--- src/rtl/matmul_sched.sv ---
// matmul_sched: round-robin job scheduler in front of the shared 4x4 matmul
// engine. A granted requester streams its 32-word job (A then B) through to
// the engine. The block then counts result writes and reports done/error.
// Optional macro SCHED_PERF_EN adds a START-to-DONE latency counter on
// perf_cycles. Without it, perf_cycles is tied to zero.
module matmul_sched #(
    parameter int NREQ      = 2,
    parameter int IN_WORDS  = 32,
    parameter int OUT_WORDS = 16,
    parameter int TIMEOUT   = 1024
) (
    input  logic                 clk,
    input  logic                 rst,
    input  logic [NREQ-1:0]      req_valid,
    output logic [NREQ-1:0]      req_grant,
    output logic [NREQ-1:0]      req_done,
    input  logic [NREQ-1:0]      s_tvalid,
    input  logic [NREQ*32-1:0]   s_tdata,
    input  logic [NREQ-1:0]      s_tlast,
    output logic [NREQ-1:0]      s_tready,
    output logic                 m_tvalid,
    output logic [31:0]          m_tdata,
    output logic                 m_tlast,
    input  logic                 m_tready,
    output logic                 ap_start_matmul,
    input  logic                 w_fifo_en,
    input  logic                 done_matmul,
    output logic                 busy,
    output logic [2:0]           err_code,
    output logic [31:0]          perf_cycles
);

    localparam int PW = (NREQ > 1) ? $clog2(NREQ) : 1;
    localparam int BW = $clog2(IN_WORDS + 1);
    localparam int CW = $clog2(TIMEOUT + 1);

    typedef enum logic [2:0] {
        IDLE  = 3'd0,
        START = 3'd1,
        FEED  = 3'd2,
        WAIT  = 3'd3,
        DONE  = 3'd4
    } state_t;

    state_t          state_reg;
    logic [PW-1:0]   ptr_reg;
    logic [PW-1:0]   gidx_reg;
    logic [BW-1:0]   beat_reg;
    logic [4:0]      wr_reg;
    logic [CW-1:0]   cyc_reg;

    logic            pick_any;
    logic [PW-1:0]   pick_idx;
    logic [NREQ-1:0] pick_onehot;
    logic            feed;
    logic            beat_fire;
    logic            last_beat;
    logic [4:0]      wr_inc;

    // Round-robin search: first pending requester at or above ptr, wrapping.
    // Iterating downward lets the closest candidate overwrite farther ones.
    always_comb begin
        pick_any = 1'b0;
        pick_idx = '0;
        for (int k = NREQ - 1; k >= 0; k--) begin
            if (req_valid[(int'(ptr_reg) + k) % NREQ]) begin
                pick_any = 1'b1;
                pick_idx = PW'((int'(ptr_reg) + k) % NREQ);
            end
        end
    end

    assign pick_onehot = {{(NREQ-1){1'b0}}, 1'b1} << pick_idx;

    // Stream mux. It is open only in FEED, so the engine never sees a beat
    // outside the job window. Beat IN_WORDS moves the state to WAIT on the
    // same edge, so an extra beat is never accepted.
    assign feed      = (state_reg == FEED);
    assign m_tvalid  = feed & s_tvalid[gidx_reg];
    assign m_tdata   = feed ? s_tdata[int'(gidx_reg)*32 +: 32] : 32'd0;
    assign m_tlast   = feed & s_tlast[gidx_reg];
    assign beat_fire = m_tvalid & m_tready;
    assign last_beat = (beat_reg == BW'(IN_WORDS - 1));

    generate
        for (genvar gi = 0; gi < NREQ; gi++) begin : g_ready
            assign s_tready[gi] = feed && (gidx_reg == PW'(gi)) && m_tready;
        end
    endgenerate

    // Result-write count including this cycle's strobe, saturating at 31.
    // A done pulse therefore also counts a strobe that arrives with it.
    assign wr_inc = (w_fifo_en && (wr_reg != 5'd31)) ? wr_reg + 5'd1 : wr_reg;

    // Job sequencing FSM with registered grant/start/done/busy/error outputs.
    always_ff @(posedge clk or posedge rst) begin
        if (rst) begin
            state_reg       <= IDLE;
            ptr_reg         <= '0;
            gidx_reg        <= '0;
            beat_reg        <= '0;
            wr_reg          <= '0;
            cyc_reg         <= '0;
            req_grant       <= '0;
            req_done        <= '0;
            ap_start_matmul <= 1'b0;
            busy            <= 1'b0;
            err_code        <= '0;
        end else begin
            ap_start_matmul <= 1'b0;
            req_done        <= '0;
            case (state_reg)
                IDLE: begin
                    if (pick_any) begin
                        state_reg       <= START;
                        gidx_reg        <= pick_idx;
                        req_grant       <= pick_onehot;
                        err_code        <= '0;
                        beat_reg        <= '0;
                        wr_reg          <= '0;
                        cyc_reg         <= '0;
                        ap_start_matmul <= 1'b1;
                        busy            <= 1'b1;
                    end
                end
                START: begin
                    state_reg <= FEED;
                end
                FEED: begin
                    if (beat_fire) begin
                        beat_reg <= beat_reg + BW'(1);
                        // tlast must appear exactly on the final beat.
                        if (m_tlast != last_beat) begin
                            err_code[0] <= 1'b1;
                        end
                        if (last_beat) begin
                            state_reg <= WAIT;
                        end
                    end
                end
                WAIT: begin
                    wr_reg <= wr_inc;
                    if (done_matmul) begin
                        if (wr_inc != 5'(OUT_WORDS)) begin
                            err_code[1] <= 1'b1;
                        end
                        state_reg <= DONE;
                        req_done  <= req_grant;
                    end else if (cyc_reg == CW'(TIMEOUT - 1)) begin
                        err_code[2] <= 1'b1;
                        state_reg   <= DONE;
                        req_done    <= req_grant;
                    end else begin
                        cyc_reg <= cyc_reg + CW'(1);
                    end
                end
                DONE: begin
                    state_reg <= IDLE;
                    req_grant <= '0;
                    busy      <= 1'b0;
                    ptr_reg   <= (gidx_reg == PW'(NREQ - 1)) ? '0 : gidx_reg + PW'(1);
                end
                default: begin
                    state_reg <= IDLE;
                end
            endcase
        end
    end

`ifdef SCHED_PERF_EN
    logic [31:0] perf_cnt_reg;

    // Latency counter: the cycles from START through DONE inclusive, saturating.
    always_ff @(posedge clk or posedge rst) begin
        if (rst) begin
            perf_cnt_reg <= '0;
            perf_cycles  <= '0;
        end else if (state_reg == IDLE) begin
            perf_cnt_reg <= '0;
        end else if (state_reg == DONE) begin
            perf_cycles <= (perf_cnt_reg == 32'hFFFF_FFFF) ? perf_cnt_reg : perf_cnt_reg + 32'd1;
        end else begin
            perf_cnt_reg <= (perf_cnt_reg == 32'hFFFF_FFFF) ? perf_cnt_reg : perf_cnt_reg + 32'd1;
        end
    end
`else
    assign perf_cycles = 32'd0;
`endif

endmodule

--- config.mk ---
export PLATFORM = sky130hd
export DESIGN_NAME = matmul_sched
export DESIGN_NICKNAME = d
export VERILOG_FILES = /design/src/rtl/matmul_sched.sv
export SDC_FILE = /design/constraint.sdc
export NUM_CORES = 1
export LEC_CHECK = 0
export ABC_CLOCK_PERIOD_IN_PS = 3800
export BUFFER_PORTS_ARGS = -buffer_cell sky130_fd_sc_hd__buf_2
export CAP_MARGIN = 30
export CORE_ASPECT_RATIO = 1.4
export CORE_UTILIZATION = 47
export DETAILED_ROUTE_END_ITERATION = 12
export PLACE_DENSITY = 0.9
export SYNTH_ARGS = -nofsm -noshare
export SYNTH_HDL_FRONTEND = slang
export SYNTH_SLANG_ARGS = --single-unit
--- constraint.sdc ---
create_clock -name clk -period 3.8 [get_ports clk]
set_input_delay 0.19 -clock clk [delete_from_list [all_inputs] [get_ports clk]]
set_output_delay 0.19 -clock clk [all_outputs]
set_load 0.02 [all_outputs]
==> run metrics, run 1 <==
post-detailed-route wirelength per cell 14.3 um; die area 5690 um^2; layout overhead on the synthesized area 23.6%; Routed Antenna Nets 0; syn avg cell area 8.89 um^2; share of the clock period used by the worst path after layout 59.1%; iteration-0 DRC count of the detailed router 75; clock insertion delay at the later pin of the skew report 280 ps; placer's final routability congestion estimate 0.856; Critical Path RT 3610 ps; run status finished, final reports clean; wire length of the first global-routing pass 10,100 um; number of iterations in the first detailed-routing pass 4; Setup Buffers After CTS 0; met1 Resource Use GR 29.3%; busiest grt layer met2; met3 track demand over resource 5.80%; number of synthesized register bits 36; area of the mapped netlist 2530 um^2; worst slack on hold paths 114 ps; IO Port Bufs 119; cell types occupying the most area after synthesis dfrtp_1 36%, mux2i_1 15%, buf_4 9.5%; global-route met2 utilization 40.5%; number of buffers created by CTS 5; pre-CTS WS 1850 ps; site row count 31; number of endpoints with negative hold slack in the final report 0; hold buffer count at cts 0; worst-case clock buffer depth 2; Period minus WS final 2250 ps; yosys synthesis warning count 0; CP Data Arrival Time 2060 ps; height of the die 88.9 um; cell area power density 607 nW/um^2; Clock H-tree levels 2; remaining max-slew budget at the tightest pin 33.2%; clock-pin slew reported for the worst setup and hold paths after clock tree synthesis 70 ps; RSZ-0062 raised after global routing false; Horiz. Die Dim 64.0 um; sequential cell area fraction in the yosys report 35.6%; DRC violation count after routing 0; leakage power 1.69 nW; CP startpoint kind flop; final-layout setup total negative slack 0 ps; number of filler instances in the final layout 458; number of antenna violations at the first check in global routing 0; CTS tree yes; leftover overflow at the end of global routing 0; cell area reported after detailed placement 3040 um^2; sinks on the clock net 36; number of resized instances in the post-cts repair step 0; Total Nets Final 478; overall global routing resource usage 23.9%; final wirelength 6650 um; number of failing setup endpoints in the final timing report 0; Max Cap Violations 0; fin. max-slew vios 0; number of distinct library cells after synthesis 48; area taken by multi-input logic gates 1410 um^2; worst hold path class in2async; total via count after detailed routing 2,423; Max Clk Rate 445 MHz; antenna diode instance count 0; maximum number of pins on one net before global-route repair 35; worst clock skew 6.67 ps; core area 5200 um^2; largest fanout on the critical path 34; VDD IR max 0.000413 V; post-route cell area 3130 um^2; vias per cell 5.20; Post-synth top flop dfrtp_1; post-layout total power 1.90 mW; Yosys top cell by area dfrtp_1; share of final-layout standard cells stronger than drive strength 1 33.5%; EDFF count, synth 0; max FFs per register 11; via count of the first global-routing pass 2,137; Worst Tran Pin Value 1000 ps; CP endpoint kind output pin; share of Yosys cell area claimed by the top area cell type 35.6%; Top Ports 152; DPL Wire Length 5330 um; post-route worst setup slack 1550 ps; critical path class reg2out; sequential cell area 902 um^2; proportion of synthesized flip-flops having asynchronous set or reset 100%; post-synthesis instance total 285; root buffer cell clkbuf_8; starting utilization of the core area 48.7%
-- cells in the final DEF, fill, tap and decap left out, drive strengths merged, types with 8 or more instances in the layout --
cell type and n:
buf 121, clkbuf 8, conb 32, dfrtp 36, inv 8, mux2i 38
nand2 17, nand3 10, nor2 48, o21ai 12
-- cells in the mapped netlist (3+ instances only) --
cell and count:
a22o_1 3, inv_1 8, o31ai_1 4, nand2b_1 3, nand3_1 10, clkbuf_1 5
buf_2 6, o21ai_0 12, o41ai_1 3, nor2_1 47, mux2i_1 38, dfrtp_1 36
a21o_1 3, a21oi_1 6, and3_1 3, buf_4 32, nor3_1 5, nand2_1 17
xnor2_1 5, ha_1 4
-- metal layers --
metal / share of wire (%) / up-vias
met3: 9.8 / 6
met4: 1.4 / 0
li1: - / 1149
met1: 40 / 1128
met5: 0 / -
met2: 49 / 140
-- power breakdown --
| part | switching, mW | internal (mW) |
|---|---|---|
| Combinational | 0.693 | 0.383 |
| Sequential | 0.0843 | 0.464 |
| Clock | 0.127 | 0.148 |
-- stage by stage --
step / instances / utilization, %
after floorplan: 316 / -
after global placement: 458 / 58.5
after detailed placement: 458 / 58.5
after CTS: 466 / 60.2
after global routing: 466 / 60.2
final: 466 / 60.2
-- cell families after synthesis --
| kind of cell | share of synthesized area [%] |
|---|---|
| compound gates | 10.3 |
| xor+xnor | 2.08 |
| flops | 35.6 |
| other cells | 0.148 |
| simple gates | 21.1 |
| buf+inv | 13.3 |
| mux | 15.5 |
| fa+ha+maj | 1.98 |
-- critical path, stage by stage, from the launching register on --
cell and delay [ps]:
dfrtp_1 460, or3b_1 820, nor2_2 290, buf_2 200
-- final cells by class --
cell class,instances,share of cell area [%]
clock buffer,8,2.88
inverter,9,1.08
sequential,36,28.8
tap,66,2.64
timing repair buffer,121,19.5
multi-input combinational,226,45.1
-- final timing paths --
kind,startpoint,to,slack [ps],depth (start not counted)
min in group clk,done_matmul,err_code[1]$_DFFE_PP0P_,210,3
setup reg to reg,wr_reg[0]$_DFFE_PP0P_,wr_reg[0]$_DFFE_PP0P_,1850,6
max in group asynchronous,rst,cyc_reg[7]$_DFFE_PP0P_,2980,3
setup / recovery,state_reg[0]$_DFFE_PP0P_,m_tlast,1550,3
hold reg to reg,beat_reg[4]$_DFFE_PP0P_,beat_reg[4]$_DFFE_PP0P_,490,1
hold / removal,rst,req_grant[0]$_DFFE_PP0P_,110,2
Power figures use the tool's default switching activity.
==> run 2, diff against run 1 <==
Settings changed: ABC_CLOCK_PERIOD_IN_PS 3800 to 1900, CORE_UTILIZATION 47 to 40, PLACE_DENSITY 0.9 to 0.82.
Clock period 3.8 ns to 1.9 ns, I/O delays scaled along.
==> run metrics, run 2 (synthesis gave the netlist of run 1 again) <==
run status finished, final reports clean; layout overhead on the synthesized area 27.3%; remaining max-slew budget at the tightest pin 62.3% (+29 points); sequential cell area 905 um^2 (+0.28%); clock insertion delay at the later pin of the skew report 280 ps (about the same); Critical Path RT 2070 ps (-1540 ps); Routed Antenna Nets 0 (unchanged); number of antenna violations at the first check in global routing 0 (unchanged); Worst Tran Pin Value 560 ps (-441 ps); core area 5990 um^2 (+15%); cell area reported after detailed placement 3080 um^2 (+1.4%); RSZ-0062 raised after global routing false; Top Ports 152 (unchanged); Clock H-tree levels 2 (unchanged); share of final-layout standard cells stronger than drive strength 1 36.4% (+2.9 points); post-detailed-route wirelength per cell 14.8 um (+3.9%); root buffer cell clkbuf_8; via count of the first global-routing pass 2,308 (+8.0%); CP startpoint kind flop; fin. max-slew vios 0 (unchanged); Max Cap Violations 0 (unchanged); final wirelength 7070 um (+6.4%); maximum number of pins on one net before global-route repair 37 (+5.7%); internal power contribution 2.07 mW (+110%); number of filler instances in the final layout 561 (+22%); starting utilization of the core area 42.3% (-6.4 points); pre-CTS WS 82.3 ps (-1760 ps); share of the clock period used by the worst path after layout 97.7%; leftover overflow at the end of global routing 0 (unchanged); VDD IR max 0.000628 V (+52%); area taken by multi-input logic gates 1420 um^2 (+0.89%); wire length of the first global-routing pass 11,000 um (+9.3%); number of failing setup endpoints in the final timing report 0 (unchanged); site row count 33 (+6.5%); vias per cell 5.18 (-0.37%); reported net switching power 1.87 mW (+110%); Period minus WS final 1860 ps; number of iterations in the first detailed-routing pass 6 (+2); placer's final routability congestion estimate 0.877 (+2.5%); die area 6660 um^2 (+17%); worst clock skew 5.65 ps (-1.03 ps); antenna diode instance count 0 (unchanged); fraction of power consumed by the clock network 14.2% (-0.2 points); final-layout setup total negative slack 0 ps (unchanged); DRC violation count after routing 0 (unchanged); proportion of power drawn by combinational gates 58.1% (+1.4 points); CTS tree yes; CP Data Arrival Time 2020 ps (-40 ps); critical path class reg2reg; worst hold path class in2reg; largest fanout on the critical path 5 (-85%); top library cells by usage in the layout, fill and taps aside 119 x buf_2, 46 x nor2_1, 38 x mux2i_1, 33 x dfrtp_1, 32 x conb_1; post-route cell area 3220 um^2 (+3.0%); post-route worst setup slack 43.3 ps (-1510 ps); cell area power density 1220 nW/um^2 (+100%); overall global routing resource usage 21.0% (-2.9 points); most frequent standard cell in the layout excluding fill and tap cells buf_2; sinks on the clock net 36 (unchanged); Switching Share 47.5% (-0.12 points); Horiz. Die Dim 69.2 um (+8.1%); total via count after detailed routing 2,471 (+2.0%); iteration-0 DRC count of the detailed router 65 (-13%); Max Clk Rate 539 MHz; max FFs per register 11 (unchanged); number of endpoints with negative hold slack in the final report 0 (unchanged); leakage power 1.73 nW (+2.5%); worst-case clock buffer depth 2 (unchanged); IO Port Bufs 119 (unchanged); DPL Wire Length 5580 um (+4.6%); sequential power share 27.7% (-1.2 points); number of buffers created by CTS 5 (unchanged); height of the die 96.1 um (+8.2%); clock-pin slew reported for the worst setup and hold paths after clock tree synthesis 70 ps (about the same); CP endpoint kind flop; Total Nets Final 485 (+1.5%)
==> run 2: changes by cell type in the layout (fill, tap and decap cells not counted), sizes merged <==
cell	previous run	this run
buf	121	127
clkinv	1	3
clkbuf	8	6
dlygate4sd3	0	1
==> run 2: final timing paths <==
check / startpoint / endpoint / cells after the start / slack [ps]
max: wr_reg[0]$_DFFE_PP0P_ / wr_reg[0]$_DFFE_PP0P_ / 6 / 40
min: done_matmul / err_code[1]$_DFFE_PP0P_ / 3 / 120
max reg2reg: wr_reg[0]$_DFFE_PP0P_ / wr_reg[0]$_DFFE_PP0P_ / 6 / 40
min reg2reg: ptr_reg$_DFFE_PP0P_ / ptr_reg$_DFFE_PP0P_ / 2 / 490
max in group asynchronous: rst / state_reg[0]$_DFFE_PP0P_ / 4 / 1080
min in group asynchronous: rst / req_done[1]$_DFF_PP0_ / 4 / 480
==> run 2: power groups by stage <==
stage	Sequential (mW)	Clock (mW)	Combinational (mW)
after CTS	1.08	0.571	2.26
final	1.09	0.561	2.29
after detailed placement	1.10	0	2.24
after global placement	1.08	0	2.20
after global routing	1.12	0.610	2.49
after floorplan	1.10	0	1.62
==> run 2: metal layers <==
metal  share of wire [%]  vias to the layer above  GRT usage [%]
met5                   0                        -              0
met4                 2.5                        0           7.48
met3                 7.2                       15           4.19
met2                  51                      122           38.0
met1                  39                     1168           24.5
li1                    -                     1166              -
==> run 2: cell type report <==
class                           instances  area share, %
Multi-Input combinational cell        226           44.1
Sequential cell                        36           28.1
Timing Repair Buffer                  128           21.2
Tap cell                               70           2.72
Clock buffer                            6           2.56
Inverter                                9           1.05
Clock inverter                          2          0.311
==> run 2: worst max-delay path, cell delays in order, from the launching register on <==
cell      delay [ps]
dfrtp_1          430
ha_1             230
and3_1           180
ha_1             180
nand2b_2         230
a21o_1           230
mux2_2           260
==> run 2: timing repair <==
action,CTS,global route
endpoints found under the hold margin,36,0
pin swaps,0,1
hold buffers,1,0
setup endpoints to repair,4,39
setup buffers,0,1
gates resized for setup,1,6
==> run 2: per-stage QoR <==
step / power, mW / instances / util, % / hold WS, ps
global route: 4.22 / 477 / 53.8 / 119
global placement: 3.28 / 467 / 51.5 / 216
floorplan: 2.72 / 316 / - / 242
finish: 3.95 / 477 / 53.8 / 122
CTS: 3.92 / 476 / 53.2 / 117
detailed placement: 3.34 / 467 / 51.5 / 231
